$ cat config.mk
export PLATFORM = sky130hd
export DESIGN_NAME = up_int_ctrl_flat
export DESIGN_NICKNAME = d
export VERILOG_FILES = /design/src/rtl/up_int_ctrl_if.sv /design/src/rtl/up_int_ctrl.sv /design/src/flat_wrapper.sv
export SDC_FILE = /design/constraint.sdc
export NUM_CORES = 1
export LEC_CHECK = 0
export ABC_AREA = 1
export BUFFER_PORTS_ARGS = -buffer_cell sky130_fd_sc_hd__buf_2
export CAP_MARGIN = 20
export CELL_PAD_IN_SITES_DETAIL_PLACEMENT = 2
export CELL_PAD_IN_SITES_GLOBAL_PLACEMENT = 2
export CORE_MARGIN = 5
export CORE_UTILIZATION = 34
export DETAILED_ROUTE_END_ITERATION = 7
export PLACE_DENSITY = 0.93
export SLEW_MARGIN = 20
export SYNTH_ARGS = -nofsm -noshare
export SYNTH_HDL_FRONTEND = slang
export SYNTH_SLANG_ARGS = --single-unit
$ cat constraint.sdc
create_clock -name clk -period 2.5 [get_ports clk]
set_clock_uncertainty 0.2 [all_clocks]
set_input_delay 0.125 -clock clk [delete_from_list [all_inputs] [get_ports clk]]
set_output_delay 0.125 -clock clk [all_outputs]
set_load 0.01 [all_outputs]
$ cat src/rtl/up_int_ctrl_if.sv
// Bus between the microprocessor controller and up_int_ctrl: latched address,
// write data, one-cycle read/write strobes and combinational read data.
interface up_int_ctrl_if;
  // Strobe protocol: ale latches bus_addr on its clk edge. A following mem_we or
  // mem_re pulse of exactly one cycle is one access. There is no stall; the slave
  // always accepts. bus_rdata is valid only during the mem_re cycle.
  logic       ale;
  logic [7:0] bus_addr;
  logic [7:0] bus_wdata;
  logic       mem_we;
  logic       mem_re;
  logic [7:0] bus_rdata;

  modport master (
    output ale, bus_addr, bus_wdata, mem_we, mem_re,
    input  bus_rdata
  );

  modport slave (
    input  ale, bus_addr, bus_wdata, mem_we, mem_re,
    output bus_rdata
  );
endinterface

$ cat src/rtl/up_int_ctrl.sv
// Interrupt aggregator: edge-latched pending, mask, fixed priority, vector claim/EOI.
// UP_INT_CTRL_SYNC_EN adds a 2-flop source synchronizer. `int` is an SV keyword, so the request port is int_req.
module up_int_ctrl #(
  parameter int          NSRC = 8,
  parameter logic [7:0]  BASE = 8'hF0
) (
  input  logic            clk,
  input  logic            nRst,
  input  logic [NSRC-1:0] src,
  up_int_ctrl_if.slave    bus,
  output logic            int_req,
  output logic            state_dbg
);

  localparam logic [7:0] SRC_MASK = 8'((9'd1 << NSRC) - 9'd1);

  typedef enum logic {S_IDLE = 1'b0, S_SVC = 1'b1} state_t;

  state_t     state, state_n;
  logic [7:0] src_s, src_prev, rise;
  logic [7:0] addr_q;
  logic       hit;
  logic [1:0] off;
  logic       wr_acc, rd_acc, vec_rd, eoi;
  logic [7:0] pend, pend_n, mask, pm;
  logic       pm_any;
  logic [2:0] win_idx, svc_idx;
  logic       claim, insvc;

`ifdef UP_INT_CTRL_SYNC_EN
  logic [NSRC-1:0] sync1, sync2;
  always_ff @(posedge clk or negedge nRst) begin
    if (!nRst) begin
      sync1 <= '0;
      sync2 <= '0;
    end else begin
      sync1 <= src;
      sync2 <= sync1;
    end
  end
  assign src_s = 8'(sync2);
`else
  assign src_s = 8'(src);
`endif

  assign rise = src_s & ~src_prev & SRC_MASK;

  assign hit    = (addr_q[7:2] == BASE[7:2]);
  assign off    = addr_q[1:0];
  assign wr_acc = bus.mem_we & hit;
  // A simultaneous write wins; the read then has no side effect.
  assign rd_acc = bus.mem_re & hit & ~bus.mem_we;
  assign vec_rd = rd_acc & (off == 2'd2);
  assign eoi    = wr_acc & (off == 2'd3);

  assign pm     = pend & mask;
  assign pm_any = |pm;

  always_comb begin
    win_idx = 3'd0;
    for (int i = 7; i >= 0; i--) begin
      if (pm[i]) win_idx = 3'(i);
    end
  end

  // Service FSM: state register
  always_ff @(posedge clk or negedge nRst) begin
    if (!nRst) state <= S_IDLE;
    else       state <= state_n;
  end

  // Service FSM: next state
  always_comb begin
    state_n = state;
    case (state)
      S_IDLE: if (vec_rd && pm_any) state_n = S_SVC;
      S_SVC:  if (eoi)              state_n = S_IDLE;
      default: state_n = S_IDLE;
    endcase
  end

  // Service FSM: outputs
  always_comb begin
    claim = 1'b0;
    insvc = 1'b0;
    case (state)
      S_IDLE: claim = vec_rd & pm_any;
      S_SVC:  insvc = 1'b1;
      default: ;
    endcase
  end

  assign state_dbg = insvc;

  // Rising edges are applied last so a same-cycle clear never loses a new edge.
  always_comb begin
    pend_n = pend;
    if (wr_acc && off == 2'd0) pend_n = pend_n & ~bus.bus_wdata;
    if (claim) pend_n[win_idx] = 1'b0;
    pend_n = (pend_n | rise) & SRC_MASK;
  end

  always_ff @(posedge clk or negedge nRst) begin
    if (!nRst) begin
      src_prev <= '0;
      addr_q   <= '0;
      pend     <= '0;
      mask     <= '0;
      svc_idx  <= '0;
      int_req  <= 1'b0;
    end else begin
      src_prev <= src_s;
      if (bus.ale) addr_q <= bus.bus_addr;
      pend <= pend_n;
      if (wr_acc && off == 2'd1) mask <= bus.bus_wdata & SRC_MASK;
      if (claim) svc_idx <= win_idx;
      int_req <= pm_any & ~insvc;
    end
  end

  always_comb begin
    bus.bus_rdata = 8'h00;
    if (bus.mem_re && hit) begin
      case (off)
        2'd0: bus.bus_rdata = pend;
        2'd1: bus.bus_rdata = mask;
        2'd2: begin
          if (insvc)       bus.bus_rdata = {2'b01, 3'b000, svc_idx};
          else if (pm_any) bus.bus_rdata = {1'b1, 4'b0000, win_idx};
        end
        default: bus.bus_rdata = {7'b0, insvc};
      endcase
    end
  end

endmodule

$ cat src/flat_wrapper.sv
// flat-port wrapper written by rule: the top's interface ports become plain ports
module up_int_ctrl_flat 
#(
  parameter int          NSRC = 8,
  parameter logic [7:0]  BASE = 8'hF0
)
  (clk, nRst, src, int_req, state_dbg, bus_ale, bus_bus_addr, bus_bus_wdata, bus_mem_we, bus_mem_re, bus_bus_rdata);
  up_int_ctrl_if bus_i ();
  input  logic clk;
  input  logic nRst;
  input  logic [NSRC-1:0] src;
  output logic int_req;
  output logic state_dbg;
  input wire logic [$bits(bus_i.ale)-1:0] bus_ale;
  input wire logic [$bits(bus_i.bus_addr)-1:0] bus_bus_addr;
  input wire logic [$bits(bus_i.bus_wdata)-1:0] bus_bus_wdata;
  input wire logic [$bits(bus_i.mem_we)-1:0] bus_mem_we;
  input wire logic [$bits(bus_i.mem_re)-1:0] bus_mem_re;
  output wire logic [$bits(bus_i.bus_rdata)-1:0] bus_bus_rdata;
  assign bus_i.ale = bus_ale;
  assign bus_i.bus_addr = bus_bus_addr;
  assign bus_i.bus_wdata = bus_bus_wdata;
  assign bus_i.mem_we = bus_mem_we;
  assign bus_i.mem_re = bus_mem_re;
  assign bus_bus_rdata = bus_i.bus_rdata;
  up_int_ctrl #(.NSRC(NSRC), .BASE(BASE)) u_core (.clk(clk), .nRst(nRst), .src(src), .bus(bus_i), .int_req(int_req), .state_dbg(state_dbg));
endmodule
After elaboration in Yosys (flattened, before gate mapping)
Cells that the tools add are included.

word-level totals
  bits in registers = 37

cells by class
  equality and inequality tests = 4
  bitwise gates (word level) = 18
  magnitude comparators = 2
  muxes and demuxes = 21
  reductions and logical operators = 7

operator list
  kind                                                        number
  2-to-1 mux 8 bit                                            5
  AND 8 bit                                                   4
  2-to-1 mux 3 bit                                            8
  NOT 8 bit                                                   3
  case mux 8 bit (3 select lines)                             1
  OR 8 bit                                                    1
  OR reduction 8 bit                                          1
  AND 1 bit                                                   7
  == test 6 bit, second input constant                        1
  logical AND 1 bit                                           5
  2-to-1 mux 1 bit                                            5
  == test 2 bit, second input constant                        2
  less-than comparator 3 x 4 -> 1 bit, second input constant  1
  demux 1 bit (select 3 bit)                                  1
  >= comparator 3 x 1 -> 1 bit, second input constant         1
  NOT 1 bit                                                   3
  == test 2 x 1 -> 1 bit, second input constant               1
  logical NOT 2 bit                                           1
  case mux 1 bit (2 select lines)                             1

Logic depth before layout (Yosys ltp)
Gate-level depths: netlist (run 1).

  depth in word-level cells = 17
  mapped depth = 12
  depth with buffers taken out = 12

Least setup slack after synthesis (run 1)
Ideal clock, no wire load.

  kind = register to output
  from = reg u_core.addr_q[1]
  to = out bus_bus_rdata[2]
  required time = 2.175 ns
  buffers on the path = 1
  arrival = 1.240 ns
  slack = 0.935 ns
  stages on the path, launching flop included = 5
  cell sequence = dfrtp_1 > nor2_1 > clkbuf_1 > nand2_1 > a41oi_1

on the way
  word-level cells in the longest chain between the ends = 3

RTL lines
  what                                         line                text
  start: declaration                           up_int_ctrl.sv:21   logic [7:0] addr_q;
  start signal: assignment                     up_int_ctrl.sv:113  if (bus.ale) addr_q <= bus.bus_addr;
  == test 2 bit, or another cell as far along  up_int_ctrl.sv:124  case (off)
  case mux 8 bit (3 select lines) *            up_int_ctrl.sv:124
  2-to-1 mux 8 bit *                           up_int_ctrl.sv:123  if (bus.mem_re && hit) begin
  end: declaration                             flat_wrapper.sv:19  output wire logic [$bits(bus_i.bus_rdata)-1:0] bus_bus_rdata;

Every way passes the cells marked *; elsewhere a longest branch is shown, timed or not.

Final worst setup path (run 1)
  from = reg u_core.addr_q[3]
  to = out bus_bus_rdata[2]

on the way
  word-level cells in the longest chain between the ends = 3

RTL lines
  what               line                text
  == test 6 bit      up_int_ctrl.sv:48   assign hit = (addr_q[7:2] == BASE[7:2]);
  logical AND 1 bit  up_int_ctrl.sv:123
  2-to-1 mux 8 bit   up_int_ctrl.sv:123

No other way between the ends.

==> results_dict.tcl, run 1 <==
set metrics [dict create \
    syn-num-nets 254 \
    cts_inserted_buffers 5 \
    slowest_stage "dfrtp_1" \
    gr-total-overflow 0 \
    final_net_count 327 \
    cp.required_ns 2.17 \
    cp_cell_sequence "nor2_1 > nand3_1 > inv_1 > nand2_1 > a41oi_1 > buf_2" \
    hold_path_class "in -> reg" \
    core_um2 5405 \
    endpoint "bus_bus_rdata[2]" \
    cts_tree "built" \
    rsz0062_at_grt "no" \
    rows 27 \
    finalPower_uw 1345 \
    status "completed" \
    drive_gt1_share_pct 22.07 \
    relSlewSlack_pct 43.99 \
    die_h_um 83.98 \
    final_cell_mix "nand2_1, buf_2, dfrtp_1" \
    critPathMaxStageDelay_ns 0.38 \
    fin_crit_sh_pct 89.73 \
    yosysSeqAreaShare_pct 49.76 \
    area_growth_pct 35.04 \
    clock_path_buffers 2 \
    grt_use_total_pct 19.74 \
    setup_tns_ns 0 \
    routed-via-count 1798 \
    cts_hold_buf 30 \
    io-pin-count 39 \
    path_buf_inv 2 \
    grt_pass1_vias 2167 \
    critPathLaunch "u_core.addr_q[3]" \
    cts_setup_buffers 0 \
    p_leak_uw 0.001346 \
    max_freq_mhz 445.8 \
    min_period_ns 2.243 \
    reg2reg_depth 10 \
    power.share.switching_pct 30.58 \
    p_int_uw 933.5 \
    setup_slack_ns 0.2568 \
    place_congestion 0.8370 \
    drtPass1Iterations 4 \
    p_seq_share_pct 48.8 \
    max_cap_viol_count 0 \
    syn_area_um2 1861 \
    critPathArrivalTime_ns 1.92 \
    vdd_drop_max_mv 0.2435 \
    path_clk_slew_ns 0.08 \
    die-area_um2 7052 \
    dr.first_iter.drc_count 55 \
    end_kind "output port" \
    yosysUniqueCellTypes 24 \
    drv_slew 0 \
    diodes 0 \
    synth-seq-cells 37 \
    cpLargestDelayFamily "simple AND/OR/NAND/NOR gates" \
    setup_viol 0 \
    clkPwrFrac_pct 31.0 \
    p_switching_uw 411.2 \
    grt_max_degree 38 \
    wire_per_inst_um 17.28 \
    numPortBuffers 38 \
    cts_sinks 37 \
    drcViolationCount 0 \
    detail_route.vias_per_cell 4.846 \
    critPathKind "reg -> out" \
    cts_resized 0 \
    rrSetupSlack_ns 0.57 \
    clk_latency_ns 0.30 \
    dieWidth_um 83.98 \
    dp_slack_ns 0.5981 \
    tightestPinTransition_ns 0.8402 \
    timing.rr.end "u_core.pend[0]" \
    yosys_warnings 0 \
    grt_antenna_before_repair 0 \
    critPathLaunchType "register" \
    dp_hpwl_mm 4.387 \
    synth_cells 225 \
    pwr-share-comb_pct 20.2 \
    postRouteAntennaNets 0 \
    crit_fanout 5 \
    fill_cells 631 \
    avgSynthCellArea_um2 8.269 \
    initial_utilization_pct 34.42 \
    routed_wl_mm 6.412 \
    crit_cells 6 \
    final_common_cell "nand2_1" \
    hold_viol 0 \
    grt_first_pass_wirelength_mm 11.05 \
    htreeDepth 2 \
    cts-root-buf "clkbuf_8" \
    p_per_area_nw_per_um2 535.2 \
    r2r-start "u_core.addr_q[0]" \
]
-- per-layer routing --
metal,wire (um),track usage (%),vias up,part of all wire [%]
met5,0,0,-,0
met4,78,4.825,0,1.2
met3,238,3.850,9,3.7
met2,3437,36.37,35,54
met1,2658,23.36,897,41
li1,-,-,857,-
-- flip-flops by register name, indices dropped and copies added, names as in the netlist --
register,flops
u_core.addr_q,8
u_core.mask,8
u_core.pend,8
u_core.src_prev,8
u_core.svc_idx,3
u_core.int_req,1
u_core.state,1
-- kinds of logic after synthesis --
kind of cell	Yosys count	synth area share, %
mux	11	7.465
simple gates	104	24.01
compound gates	36	10.89
buf+inv	37	7.868
flops	37	49.76
-- cell type report --
cell class              count  area (um^2)  area share [%]
clock buffers               6        72.57           2.888
clock inverters             2        10.01          0.3984
inverters                  34        127.6           5.080
multi-input cells         151        788.3           31.37
flip-flops and latches     37        925.9           36.85
well taps                  72        90.09           3.586
repair buffers             69        498.0           19.82
-- worst min-delay path by stage --
stage	start	endpoint	slack, ns	depth (start not counted)
final	bus_ale	u_core.addr_q[7]	0.05	2
after global routing	bus_ale	u_core.addr_q[7]	0.07	2
after CTS	bus_ale	u_core.addr_q[4]	0.04	2
after detailed placement	src[1]	u_core.src_prev[1]	0.05	1
after global placement	src[3]	u_core.src_prev[3]	0.05	1
after floorplan	nRst	u_core.addr_q[0]	-0.37	0
-- through the flow --
stage	util, %	std cells	hold slack, ns	area (um^2)
6_report	46.48	371	0.05457	2512
5_1_grt	46.48	371	0.06640	2512
4_1_cts	46.48	371	0.03738	2512
3_5_place_dp	39.40	333	0.04865	2130
3_3_place_gp	39.40	333	0.04576	2130
2_1_floorplan	-	225	-0.3706	1861
-- power by group through the flow --
stage | logic, uW | registers (uW) | clock network [uW]
detailed placement | 228 | 667 | 0
CTS | 269 | 656 | 422
finish | 271 | 656 | 417
floorplan | 133 | 662 | 0
global route | 305 | 661 | 465
global placement | 215 | 663 | 0
-- cells in the mapped netlist --
| master | n | area (um^2) |
|---|---|---|
| nor3_1 | 1 | 5.000 |
| nand3_1 | 4 | 20.02 |
| a31oi_1 | 6 | 37.54 |
| o21ai_0 | 16 | 80.08 |
| inv_2 | 1 | 3.750 |
| nor2_4 | 2 | 22.52 |
| a221oi_1 | 1 | 8.760 |
| buf_6 | 1 | 11.26 |
| nand2_1 | 77 | 289.0 |
| a21oi_1 | 9 | 45.04 |
| mux2_2 | 7 | 78.83 |
| clkbuf_1 | 2 | 7.510 |
| nor2_2 | 2 | 12.51 |
| nor2_1 | 11 | 41.29 |
| nand4_2 | 1 | 12.51 |
| nand4_1 | 2 | 12.51 |
| mux2_4 | 4 | 60.06 |
| o21a_1 | 3 | 22.52 |
| inv_1 | 33 | 123.9 |
| nand2_4 | 1 | 11.26 |
| nand2_2 | 2 | 12.51 |
| a41oi_1 | 1 | 8.760 |
| nand3b_1 | 1 | 7.510 |
| dfrtp_1 | 37 | 925.9 |
No activity file was read; power rests on OpenSTA's default activity.
==> run 2: changes to the inputs <==
Settings changed: ABC_AREA 1 to unset, CORE_UTILIZATION 34 to 35, PLACE_DENSITY 0.93 to 0.9.
==> run 2 against run 1 <==
Effect of this change: via count shrank 7.3%; sequential power rose by 2%; total power increased by 4.5%; non-clock buffer count decreased by 2; setup slack worse by 0.17 ns; first-iteration DRC count is 96% higher; global-route usage grew 2.3 points; critical path type unchanged; critical endpoint is now bus_bus_rdata[0]; largest power group unchanged; highest routed layer unchanged.
==> results_dict.tcl, run 2 <==
set metrics [dict create \
    hold_viol 0 \
    synth_area_leaders "dfrtp_1, mux2_4, mux2_2" \
    dr.first_iter.drc_count 108 \
    status "completed" \
    grt_max_degree 38 \
    reg2reg_depth 4 \
    routed-via-count 1666 \
    drive_gt1_share_pct 28.45 \
    syn_area_um2 1844 \
    postRouteAntennaNets 0 \
    max_freq_mhz 414.2 \
    dp_hpwl_mm 3.719 \
    path_clk_slew_ns 0.08 \
    dieWidth_um 82.59 \
    p_leak_uw 0.001135 \
    synth_top_family_by_area "compound AO/OA/AOI/OAI gates" \
    vdd_drop_max_mv 0.3277 \
    critPathLaunchType "register" \
    synth-edff-count 0 \
    yosysSeqAreaShare_pct 50.20 \
    cts_setup_buffers 0 \
    yosys_warnings 0 \
    grt_pass1_vias 1883 \
    slowest_stage "dfrtp_1" \
    wire_per_inst_um 21.69 \
    synth_mux_area_share_pct 14.72 \
    rsz0062_at_grt "no" \
    yosysMostFrequentCell "dfrtp_1" \
    timing.rr.end "u_core.mask[1]" \
    critPathArrivalTime_ns 2.09 \
    cts_inserted_buffers 5 \
    p_switching_uw 415.0 \
    setup_viol 0 \
    endpoint "bus_bus_rdata[0]" \
    synth_cells 174 \
    p_per_area_nw_per_um2 574.7 \
    synth-async-reset-ratio_pct 100.0 \
    crit_cells 6 \
    cts_sinks 37 \
    cts-root-buf "clkbuf_8" \
    yosys_most_used_dff "dfrtp_1" \
    grt_use_total_pct 22.00 \
    final_net_count 268 \
    initial_utilization_pct 36.11 \
    synth_area_leader_cell "dfrtp_1" \
    grt_antenna_before_repair 0 \
    synth_top_area_share_pct 50.20 \
    synth_compound_area_share_pct 16.21 \
    rrSetupSlack_ns 0.23 \
    fin_crit_sh_pct 96.58 \
    htreeDepth 2 \
    final_common_cell "buf_2" \
    p_seq_share_pct 47.7 \
    min_period_ns 2.414 \
    synthXorXnorAreaFrac_pct 0 \
    relSlewSlack_pct 44.21 \
    cpLargestDelayFamily "compound AO/OA/AOI/OAI gates" \
    critPathLaunch "u_core.mask[6]" \
    synth_fa_ha_area_share_pct 0 \
    syn-num-nets 203 \
    hold_path_class "in -> reg" \
    die_h_um 82.59 \
    rows 26 \
    fin_hold_ws_ns 0.04222 \
    final_cell_mix "buf_2, dfrtp_1, nand2_1" \
    pwr-share-comb_pct 21.1 \
    gr-total-overflow 0 \
    r2r-start "u_core.addr_q[2]" \
    synthSimpleGateAreaFrac_pct 14.59 \
    drtPass1Iterations 4 \
    synth-seq-cells 37 \
    multi_input_area_um2 844.6 \
    drv_slew 0 \
    area_growth_pct 32.56 \
    grt_first_pass_wirelength_mm 10.72 \
    diodes 0 \
    p_int_uw 990.1 \
    max_cap_viol_count 0 \
    routed_wl_mm 6.703 \
    clkPwrFrac_pct 31.2 \
    end_kind "output port" \
    cts_tree "built" \
    fill_cells 545 \
    setup_tns_ns 0 \
    clk_latency_ns 0.30 \
    critPathKind "reg -> out" \
    synthTopCellsByCount "dfrtp_1, nand2_1, o21ai_0, mux2_2" \
    final_util_pct 47.87 \
    cp.required_ns 2.17 \
    power.share.switching_pct 29.54 \
    avgSynthCellArea_um2 10.60 \
    clock_path_buffers 2 \
    path_buf_inv 1 \
    place_congestion 0.7938 \
    core_um2 5107 \
    tightestPinTransition_ns 0.8369 \
    drcViolationCount 0 \
    numPortBuffers 38 \
    die-area_um2 6821 \
    detail_route.vias_per_cell 5.392 \
    io-pin-count 39 \
    yosysUniqueCellTypes 34 \
    regArea_um2 925.9 \
    crit_fanout 4 \
    cp_cell_sequence "nand2_1 > a32oi_1 > o22a_1 > or3_1 > a211oi_2 > buf_2" \
    critPathMaxStageDelay_ns 0.45 \
]
-- run 2: cell count changes in the layout (fill, tap and decap cells not counted), moves of 4 or more --
cell           delta
o21ai_0           -6
inv_1            -25
a31oi_1           -6
mux2_4            +4
mux2i_1           +5
a22oi_1           +5
dlygate4sd3_1     -5
nand2_1          -51
o211ai_1          +5
-- run 2: area by class of cell --
| class | instances | share of cell area (%) |
|---|---|---|
| clock buffer | 7 | 3.531 |
| inverter | 8 | 1.228 |
| multi-input combinational | 120 | 34.54 |
| sequential | 37 | 37.87 |
| tap | 70 | 3.582 |
| timing repair buffer | 67 | 19.24 |
-- run 2: cell families (layout without fill, tap and decap cells) --
| family | count (synthesis) | count (layout) |
|---|---|---|
| buffers and inverters | 17 | 82 |
| AOI/OAI and AO/OA | 43 | 43 |
| muxes | 22 | 22 |
| DFF | 37 | 37 |
| and+or+nand+nor | 55 | 55 |
-- run 2: worst min path at each step --
stage / startpoint / endpoint / slack (ns) / cells after the start
2_1_floorplan: nRst / u_core.addr_q[0] / -0.37 / 0
3_3_place_gp: src[5] / u_core.src_prev[5] / 0.05 / 1
3_5_place_dp: src[5] / u_core.src_prev[5] / 0.05 / 1
4_1_cts: bus_mem_we / u_core.state / 0.02 / 4
5_1_grt: bus_ale / u_core.addr_q[3] / 0.04 / 2
6_report: bus_ale / u_core.addr_q[4] / 0.04 / 2
-- run 2: layer usage --
layer | vias to the layer above | GRT usage, % | part of all wire (%)
met1 | 847 | 26.08 | 42
met4 | 0 | 8.660 | 2.6
met2 | 45 | 39.34 | 51
met3 | 15 | 3.688 | 4.1
met5 | - | 0 | 0
li1 | 759 | - | -
-- run 2: per-stage QoR --
step | power, uW | cell area, um^2 | setup slack [ns] | cells
floorplan | 819.8 | 1844 | 0.5763 | 174
global placement | 915.0 | 2103 | 0.4083 | 277
detailed placement | 923.1 | 2103 | 0.3442 | 277
CTS | 1378 | 2440 | 0.1232 | 309
global route | 1482 | 2445 | 0.02077 | 309
finish | 1405 | 2445 | 0.08555 | 309
-- run 2: power by group through the flow --
stage	Combinational, uW	Clock [uW]	Sequential (uW)
detailed placement	246	0	677
global placement	241	0	674
floorplan	150	0	670
global route	319	488	674
finish	297	438	670
CTS	281	432	666
-- run 2: timing repair --
item,CTS,global route
hold endpoints to repair,69,0
endpoints found under the setup margin,0,1
hold buffers,25,0
resized for setup,0,1
